<file path="config.mk">
export PLATFORM = sky130hd
export DESIGN_NAME = matrix_stream_loader_flat
export DESIGN_NICKNAME = d
export VERILOG_FILES = /design/src/rtl/matrix_stream_loader_pkg.sv /design/src/rtl/matrix_stream_loader_if.sv /design/src/rtl/matrix_idx_counter.sv /design/src/rtl/matrix_stream_loader.sv /design/src/flat_wrapper.sv
export SDC_FILE = /design/constraint.sdc
export NUM_CORES = 1
export LEC_CHECK = 0
export BUFFER_PORTS_ARGS = -buffer_cell sky130_fd_sc_hd__buf_2
export CELL_PAD_IN_SITES_DETAIL_PLACEMENT = 1
export CELL_PAD_IN_SITES_GLOBAL_PLACEMENT = 2
export CORE_MARGIN = 2
export CORE_UTILIZATION = 32
export DETAILED_ROUTE_END_ITERATION = 16
export PLACE_DENSITY_LB_ADDON = 0.1
export SLEW_MARGIN = 10
export SYNTH_ARGS = -nofsm -noshare
export SYNTH_HDL_FRONTEND = slang
export SYNTH_SLANG_ARGS = --single-unit
</file>
<file path="constraint.sdc">
create_clock -name clk -period 3.6 [get_ports clk]
set_clock_uncertainty 0.1 [all_clocks]
set_input_delay 0.54 -clock clk [delete_from_list [all_inputs] [get_ports clk]]
set_output_delay 0.54 -clock clk [all_outputs]
set_load 0.01 [all_outputs]
</file>
<file path="src/rtl/matrix_stream_loader_pkg.sv">
// Shared sizing, flat-bus offset helper and loader state encoding for the
// matrix multiplier front end.
package matrix_pkg;

  localparam int unsigned BIT_SIZE     = 8;
  localparam int unsigned ROW_COL_SIZE = 3;
  localparam int unsigned LINE_SIZE    = BIT_SIZE * ROW_COL_SIZE;
  localparam int unsigned MATRIX_SIZE  = LINE_SIZE * ROW_COL_SIZE;

  typedef enum logic [1:0] {LOAD_A, LOAD_B, FULL} loader_state_e;

  // Bit offset of element (i,j) inside a [0:MATRIX_SIZE-1] flat bus.
  function automatic int unsigned elem_off(input int unsigned i, input int unsigned j);
    return i * LINE_SIZE + j * BIT_SIZE;
  endfunction

endpackage

</file>
<file path="src/rtl/matrix_stream_loader_if.sv">
// Element stream in, matrix pair out. in_last exists only when
// LOADER_LAST_CHECK_EN is defined.
interface matrix_stream_loader_if #(
  parameter int unsigned BIT_SIZE     = matrix_pkg::BIT_SIZE,
  parameter int unsigned ROW_COL_SIZE = matrix_pkg::ROW_COL_SIZE
);

  localparam int unsigned MATRIX_SIZE = BIT_SIZE * ROW_COL_SIZE * ROW_COL_SIZE;

  logic [BIT_SIZE-1:0]    in_data;
  logic                   in_valid;
  logic                   in_ready;
`ifdef LOADER_LAST_CHECK_EN
  logic                   in_last;
`endif
  logic [0:MATRIX_SIZE-1] m1;
  logic [0:MATRIX_SIZE-1] m2;
  logic                   mat_valid;
  logic                   mat_ready;
  logic                   err;

  // Loader side.
  modport master (
`ifdef LOADER_LAST_CHECK_EN
    input  in_last,
`endif
    input  in_data, in_valid, mat_ready,
    output in_ready, m1, m2, mat_valid, err
  );

  // Producer/consumer side.
  modport slave (
`ifdef LOADER_LAST_CHECK_EN
    output in_last,
`endif
    output in_data, in_valid, mat_ready,
    input  in_ready, m1, m2, mat_valid, err
  );

endinterface

</file>
<file path="src/rtl/matrix_idx_counter.sv">
// Row/column element index for an NxN row-major stream; wrap flags (N-1,N-1).
module matrix_idx_counter #(
  parameter int unsigned ROW_COL_SIZE = 3,
  parameter int unsigned IDX_W        = (ROW_COL_SIZE > 1) ? $clog2(ROW_COL_SIZE) : 1
) (
  input  logic             clk,
  input  logic             n_rst,
  input  logic             clear,
  input  logic             inc,
  output logic [IDX_W-1:0] row,
  output logic [IDX_W-1:0] col,
  output logic             wrap
);

  localparam logic [IDX_W-1:0] Last = IDX_W'(ROW_COL_SIZE - 1);

  logic [IDX_W-1:0] row_q, col_q;

  always_ff @(posedge clk) begin
    if (!n_rst || clear) begin
      row_q <= '0;
      col_q <= '0;
    end else if (inc) begin
      if (col_q == Last) begin
        col_q <= '0;
        row_q <= (row_q == Last) ? '0 : row_q + 1'b1;
      end else begin
        col_q <= col_q + 1'b1;
      end
    end
  end

  assign row  = row_q;
  assign col  = col_q;
  assign wrap = (row_q == Last) && (col_q == Last);

endmodule

</file>
<file path="src/rtl/matrix_stream_loader.sv">
// Loads matrix A then B from a byte stream and holds the pair for the multiplier.
// Optional framing check on in_last: define LOADER_LAST_CHECK_EN.
module matrix_stream_loader #(
  parameter int unsigned BIT_SIZE     = matrix_pkg::BIT_SIZE,
  parameter int unsigned ROW_COL_SIZE = matrix_pkg::ROW_COL_SIZE
) (
  input logic                    clk,
  input logic                    n_rst,
  input logic                    clear,
  matrix_stream_loader_if.master bus
);

  import matrix_pkg::*;

  localparam int unsigned LINE_SIZE   = BIT_SIZE * ROW_COL_SIZE;
  localparam int unsigned MATRIX_SIZE = LINE_SIZE * ROW_COL_SIZE;
  localparam int unsigned IDX_W       = (ROW_COL_SIZE > 1) ? $clog2(ROW_COL_SIZE) : 1;
  localparam int unsigned OFF_W       = $clog2(MATRIX_SIZE);

  loader_state_e          state_q;
  logic                   in_ready_q, mat_valid_q, err_q;
  logic [0:MATRIX_SIZE-1] m1_q, m2_q;

  logic [IDX_W-1:0] row, col;
  logic             wrap, xfer, frame_err, idx_clr;
  logic [OFF_W-1:0] off;

  assign xfer = bus.in_valid & in_ready_q;
  assign off  = OFF_W'(row * LINE_SIZE + col * BIT_SIZE);

`ifdef LOADER_LAST_CHECK_EN
  // in_last must be high exactly on the final element of B.
  assign frame_err = xfer & (bus.in_last != ((state_q == LOAD_B) && wrap));
`else
  assign frame_err = 1'b0;
`endif

  assign idx_clr = clear | frame_err;

  matrix_idx_counter #(
    .ROW_COL_SIZE(ROW_COL_SIZE),
    .IDX_W       (IDX_W)
  ) u_idx (
    .clk  (clk),
    .n_rst(n_rst),
    .clear(idx_clr),
    .inc  (xfer),
    .row  (row),
    .col  (col),
    .wrap (wrap)
  );

  always_ff @(posedge clk) begin
    if (!n_rst) begin
      state_q     <= LOAD_A;
      in_ready_q  <= 1'b1;
      mat_valid_q <= 1'b0;
      err_q       <= 1'b0;
      m1_q        <= '0;
      m2_q        <= '0;
    end else if (clear) begin
      state_q     <= LOAD_A;
      in_ready_q  <= 1'b1;
      mat_valid_q <= 1'b0;
    end else if (frame_err) begin
      // Drop the element and resync on the next frame boundary.
      state_q <= LOAD_A;
      err_q   <= 1'b1;
    end else begin
      unique case (state_q)
        LOAD_A: if (xfer) begin
          m1_q[off +: BIT_SIZE] <= bus.in_data;
          if (wrap) state_q <= LOAD_B;
        end
        LOAD_B: if (xfer) begin
          m2_q[off +: BIT_SIZE] <= bus.in_data;
          if (wrap) begin
            state_q     <= FULL;
            in_ready_q  <= 1'b0;
            mat_valid_q <= 1'b1;
          end
        end
        FULL: if (bus.mat_ready) begin
          state_q     <= LOAD_A;
          in_ready_q  <= 1'b1;
          mat_valid_q <= 1'b0;
        end
        default: begin
          state_q     <= LOAD_A;
          in_ready_q  <= 1'b1;
          mat_valid_q <= 1'b0;
        end
      endcase
    end
  end

  assign bus.in_ready  = in_ready_q;
  assign bus.mat_valid = mat_valid_q;
  assign bus.m1        = m1_q;
  assign bus.m2        = m2_q;
  assign bus.err       = err_q;

endmodule

</file>
<file path="src/flat_wrapper.sv">
// flat-port wrapper written by rule: the top's interface ports become plain ports
module matrix_stream_loader_flat import matrix_pkg::*;
#(
  parameter int unsigned BIT_SIZE     = matrix_pkg::BIT_SIZE,
  parameter int unsigned ROW_COL_SIZE = matrix_pkg::ROW_COL_SIZE
)
  (clk, n_rst, clear, bus_in_data, bus_in_valid, bus_mat_ready, bus_in_ready, bus_m1, bus_m2, bus_mat_valid, bus_err);
  matrix_stream_loader_if #(.BIT_SIZE(BIT_SIZE), .ROW_COL_SIZE(ROW_COL_SIZE)) bus_i ();
  input logic clk;
  input logic n_rst;
  input logic clear;
  input wire logic [$bits(bus_i.in_data)-1:0] bus_in_data;
  input wire logic [$bits(bus_i.in_valid)-1:0] bus_in_valid;
  input wire logic [$bits(bus_i.mat_ready)-1:0] bus_mat_ready;
  output wire logic [$bits(bus_i.in_ready)-1:0] bus_in_ready;
  output wire logic [$bits(bus_i.m1)-1:0] bus_m1;
  output wire logic [$bits(bus_i.m2)-1:0] bus_m2;
  output wire logic [$bits(bus_i.mat_valid)-1:0] bus_mat_valid;
  output wire logic [$bits(bus_i.err)-1:0] bus_err;
  assign bus_i.in_data = bus_in_data;
  assign bus_i.in_valid = bus_in_valid;
  assign bus_i.mat_ready = bus_mat_ready;
  assign bus_in_ready = bus_i.in_ready;
  assign bus_m1 = bus_i.m1;
  assign bus_m2 = bus_i.m2;
  assign bus_mat_valid = bus_i.mat_valid;
  assign bus_err = bus_i.err;
  matrix_stream_loader #(.BIT_SIZE(BIT_SIZE), .ROW_COL_SIZE(ROW_COL_SIZE)) u_core (.clk(clk), .n_rst(n_rst), .clear(clear), .bus(bus_i));
endmodule
</file>
* After elaboration in Yosys (flattened, before gate mapping) *
Index checks and enable logic that the tools add are counted.

storage, ports and cells
  register bits = 152
  bits of input ports = 13
  word-level logic and storage cells = 56

operators by class
  $add $sub $neg = 4
  multiply operators = 1
  equal/unequal tests = 9
  shift-type cells = 2
  multiplexer cells = 18
  bitwise operators = 5
  reductions and logical operators = 10

operator list
  kind                       number
  $bwmux W72                 2
  $shift A73 B9 Y72 const A  1
  $shiftx A73 B9 Y72         1
  $mux W2                    7
  $ne A2 B2 Y1 const B       5
  $neg A8 Y9                 1
  $not A7 Y8                 1
  $add A7 B5 Y7              1
  $eq A2 B2 Y1 const B       3
  $mux W1                    6
  $pmux W1 S3                2
  $pmux W2 S3                1
  $reduce_and A3 Y1          2
  $reduce_and A5 Y1          1
  $add A2 B1 Y2 const B      2
  $mul A2 B2 Y4 const B      1
  $reduce_and A4 Y1          1
  $not A1 Y1                 3
  $eq A2 B1 Y1 const B       1
  $logic_not A2 Y1           1
  $reduce_and A2 Y1          1
  $reduce_or A2 Y1           1
  $and A1 B1 Y1              1
  $logic_and A1 B1 Y1        1
  other kinds (2)            2

* Logic depth before layout (Yosys ltp) *
  word-level depth = 6
  mapped depth = 10
  depth with buffers taken out = 8

* Hierarchy *
A second synthesis with hierarchy kept.

second synthesis, totals
  cell total of the unflattened synthesis = 561
  area, all modules = 5888.1 µm²

by module, submodules not included
  module                times used  cells each  area an instance (µm²)  sequential area each (µm²)
  matrix_stream_loader  1           542         5685.5                  2962.8
  matrix_idx_counter    1           19          202.7                   80.1

* Worst setup path before layout *
OpenSTA, ideal clock, no wires.

  path type = flip-flop to flip-flop
  start = reg u_core.u_idx.row_q[0], in the netlist u_core.u_idx.row[0]
  end = reg u_core.m2_q, in the netlist u_core.bus.m2[13]
  setup time = 0.073 ns
  arrival = 2.601 ns
  required time = 3.427 ns
  slack = 0.826 ns
  cell stages (with the launch flop) = 11
  buffers on the path = 2
  clock period less this slack = 2.774 ns
  path through = dfxtp_1 -> inv_1 -> ha_1 -> inv_1 -> fa_1 -> buf_6 -> or3b_4 -> mux2i_4 -> o2111a_1 -> buf_6 -> mux2i_1

on the way
  longest elaborated chain between the ends = 6

ends and longest elaborated chain
  what                                                     line                        source
  start: declaration                                       matrix_idx_counter.sv:17    logic [IDX_W-1:0] row_q, col_q;
  start signal: assignment                                 matrix_idx_counter.sv:26    row_q <= (row_q == Last) ? '0 : row_q + 1'b1;
  $mul A2 B2 Y4 (*)                                        matrix_stream_loader.sv:29  assign off = OFF_W'(row * LINE_SIZE + col * BIT_SIZE);
  $add A7 B5 Y7 (*)                                        matrix_stream_loader.sv:29
  $not A7 Y8 (implied by the code) (*)                     matrix_stream_loader.sv:76  m2_q[off +: BIT_SIZE] <= bus.in_data;
  $neg A8 Y9 (*)                                           matrix_stream_loader.sv:76
  $shiftx A73 B9 Y72 or $shift A73 B9 Y72 (tied branches)  matrix_stream_loader.sv:76
  $bwmux W72 (*)                                           matrix_stream_loader.sv:76
  end signal: indexed assignment                           matrix_stream_loader.sv:76
  end: declaration                                         matrix_stream_loader.sv:22  logic [0:MATRIX_SIZE-1] m1_q, m2_q;

Mark *: on every way between the ends. The rest lies on a longest branch, timed or not.
A chain may end at the register's enable or synchronous reset.

* Worst setup path after layout *
  start = reg u_core.u_idx.row_q[0], in the netlist u_core.u_idx.row[0]
  end = reg u_core.m2_q, in the netlist u_core.bus.m2[62]

Same word-level chain as after synthesis.

==> summary.txt <==
Setup path
  – CP Class: flip-flop to flip-flop
  – CP required: 3.83 ns
  – Worst r2r src: u_core.u_idx.row[0]
  – CP startpoint kind: flip-flop
  – Crit path from: u_core.u_idx.row[0]
  – CP max FO: 9
  – Crit. End Element: flip-flop
  – Worst path arrival time: 3.41 ns

Hold path
  – Hold Startpoint: bus_mat_ready
  – Hold WC Path Type: input port to flip-flop

Detailed routing
  – Via count: between 5000 and 6000
  – DR vias/cell: just under 5
  – Total Wirelength: approximately 20 mm
  – TritonRoute pass-1 iters: 4
  – Routed Antenna Nets: 0
  – DRT iter0 DRCs: about 230
  – DRC errors left: 0
  – DR WL/cell: 18.6 microns

Timing
  – Slew HR: between 20% and 30%
  – Setup WS post-layout: a little over 0.4 ns
  – Final setup vio count: 0
  – Final hold viol count: 0
  – Fmax: ~310 MHz
  – Worst Tran Pin Value: approximately 1.1 ns
  – Unrepaired setup endpoints after global routing: no
  – Final Max Slew Viols: 0
  – Setup TNS: 0 ns
  – Final worst-path cycle share: 88.5%
  – Tmin final: 3.19 ns

Pwr
  – PnR Total Power: 3.71 mW
  – Pleak: 4.02 nW
  – Peak VDD IR: about 0.29 mV
  – Pwr Density: 463 mW/mm^2

Global route
  – Met2 Usage GRT: 33.2%
  – GR Layer Usage met3: 5.88%
  – First-pass GRT wire length: ~31 mm
  – Overall Global Routing Usage: between 10% and 20%
  – Busiest layer in global routing: met2
  – Global route overflow: 0
  – Met1 Resource Use GR: 22.1%
  – Initial antenna violation count: 0
  – Largest net degree at the start of global routing: 87
  – Vias in the first global route: between 5000 and 6000

Synth
  – Average size of a mapped cell: 9.83 sq um
  – Ranking of synthesized cells by area: dfxtp_1, mux2i_1, nand2_1
  – Mapped Nets: approximately 670
  – Synth area leader: dfxtp_1
  – Synth top area share: a little under half
  – Asr flop ratio synth: 0%
  – Warnings from Yosys: 0
  – Synthesized instance count: between 600 and 700
  – Main flop type after synthesis: dfxtp_1
  – Post-synth EDFFs: 0
  – Mapped Area: about 0.0064 sq mm
  – Seq/Total Area, Yosys: 47.6%
  – Count of cell types in the netlist: 46
  – FF+latch count, synth: between 150 and 200

Final layout
  – Area growth syn-to-layout: 25.5%
  – Fin util: slightly above 40%
  – Nets: between 800 and 900
  – Final Cell Area: 0.00802 sq mm
  – Most frequent cells in the layout: nand2_1, buf_2, dfxtp_1, mux2i_1, o2111ai_1
  – # fillers: around 2300
  – Seq. cell area: between 0.003 and 0.004 sq mm
  – Commonest non-fill, non-tap cell in the layout: nand2_1
  – Multi-input gate area: 0.00306 sq mm
  – N_diodes: 0
  – Layout cells sized above 1: around 28%

Clock tree
  – CTS tree: done
  – Cts repair resizes: 0
  – Root Driver: clkbuf_16
  – CTS buffer count: 17
  – Reg clk slew, reported paths: about 0.060 ns
  – Clock Sinks: roughly 150
  – H-Tree Depth: 4
  – CTS Hold Bufs: 0
  – Latest clock arrival within the worst-skew pair: 0.42 ns
  – Clock Path Buffers: 2
  – Post-CTS setup buffers: 0

Floorplanning
  – Die width: around 150 microns
  – Rows: between 50 and 60
  – I/O pin cnt: between 150 and 200
  – Core area: 0.0195 sq mm
  – Starting Density: between 30% and 40%
  – Die height: between 100 and 150 microns
  – Die area: approximately 0.021 sq mm

Placement
  – PortBufs: 158
  – Dpl ws: ~0.39 ns
  – Placed cell areas: around 0.0074 sq mm
  – GP Congestion: 0.753
  – DP Wirelength: ~13 mm

Run
  – MaxCap Viol Count: 0

Status
  – Status: finished clean
[kinds of logic after synthesis]
logic type / Yosys count / share of synthesized area [%]
AND/OR/NAND/NOR: 232 / 16.1
flip-flops: 152 / 47.6
multiplexers: 131 / 20.9
buffers and inverters: 66 / 4.64
AO/OA/AOI/OAI: 57 / 8.57
adder cells (fa/ha/maj): 8 / 1.68
XOR/XNOR: 3 / 0.411
other: 1 / 0.0587
[metrics by stage]
stage,hold slack (ns),std cells
2_1_floorplan,0.379,650
3_3_place_gp,0.343,1038
3_5_place_dp,0.350,1038
4_1_cts,0.281,1070
5_1_grt,0.288,1070
6_report,0.290,1070
[final timing paths]
check / to / slack [ns] / cells past startpoint
worst max-delay path: u_core.bus.m2[62] / 0.41 / 8
worst min-delay path: u_core.bus.in_ready / 0.29 / 3
worst max register to register: u_core.bus.m2[62] / 0.41 / 8
worst min register to register: u_core.bus.m2[58] / 0.36 / 2
[cells in the mapped netlist (2+ instances only)]
cell	number
mux2i_1	129
nand3_1	2
nor3_4	2
nor3b_1	2
ha_1	7
nand2_1	173
buf_2	6
nor2_1	19
clkbuf_1	35
buf_6	4
o2111ai_1	32
buf_1	3
dfxtp_1	152
nand2b_1	2
o21ai_4	4
a21oi_1	5
nand4_1	16
nor3_1	3
buf_4	3
o21bai_1	2
nand3b_1	3
xnor2_1	2
inv_1	15
o21ai_2	6
mux2i_4	2
[area by class of cell]
cell class / count / area share [%]
multi-input cells: 432 / 38.1
flip-flops and latches: 152 / 37.9
repair buffers: 174 / 11.4
clock buffers: 20 / 5.69
well taps: 265 / 4.13
clock inverters: 12 / 2.04
inverters: 15 / 0.702
[layer usage]
layer	vias to the layer above	share of wire [%]
li1	2517	-
met2	114	50
met3	18	6.2
met1	2592	43
met5	-	0
met4	0	1.3
[power breakdown]
group          leakage, nW  switching, mW  total (mW)  internal, mW
Clock                0.302          0.743        1.88          1.14
Sequential            1.22        0.00560        1.69          1.69
Combinational         2.50          0.103       0.136        0.0325
Total                 4.02          0.852        3.71          2.86
[flip-flops by register name, summed over array words and instances (netlist names)]
name                  flops
u_core.u_idx.col          2
u_core.bus.m1            72
u_core.state_q            2
u_core.bus.in_ready       1
u_core.u_idx.row          2
u_core.bus.m2            72
u_core.bus.mat_valid      1
[worst max-delay path, stage by stage (launching register included)]
cell,delay (ns)
dfxtp_1,0.39
inv_1,0.12
ha_1,0.33
inv_1,0.06
fa_1,0.53
nand3b_1,0.19
mux2i_4,0.18
o21bai_1,0.91
mux2i_1,0.27
Note: power is estimated with default switching activity, not from simulation.
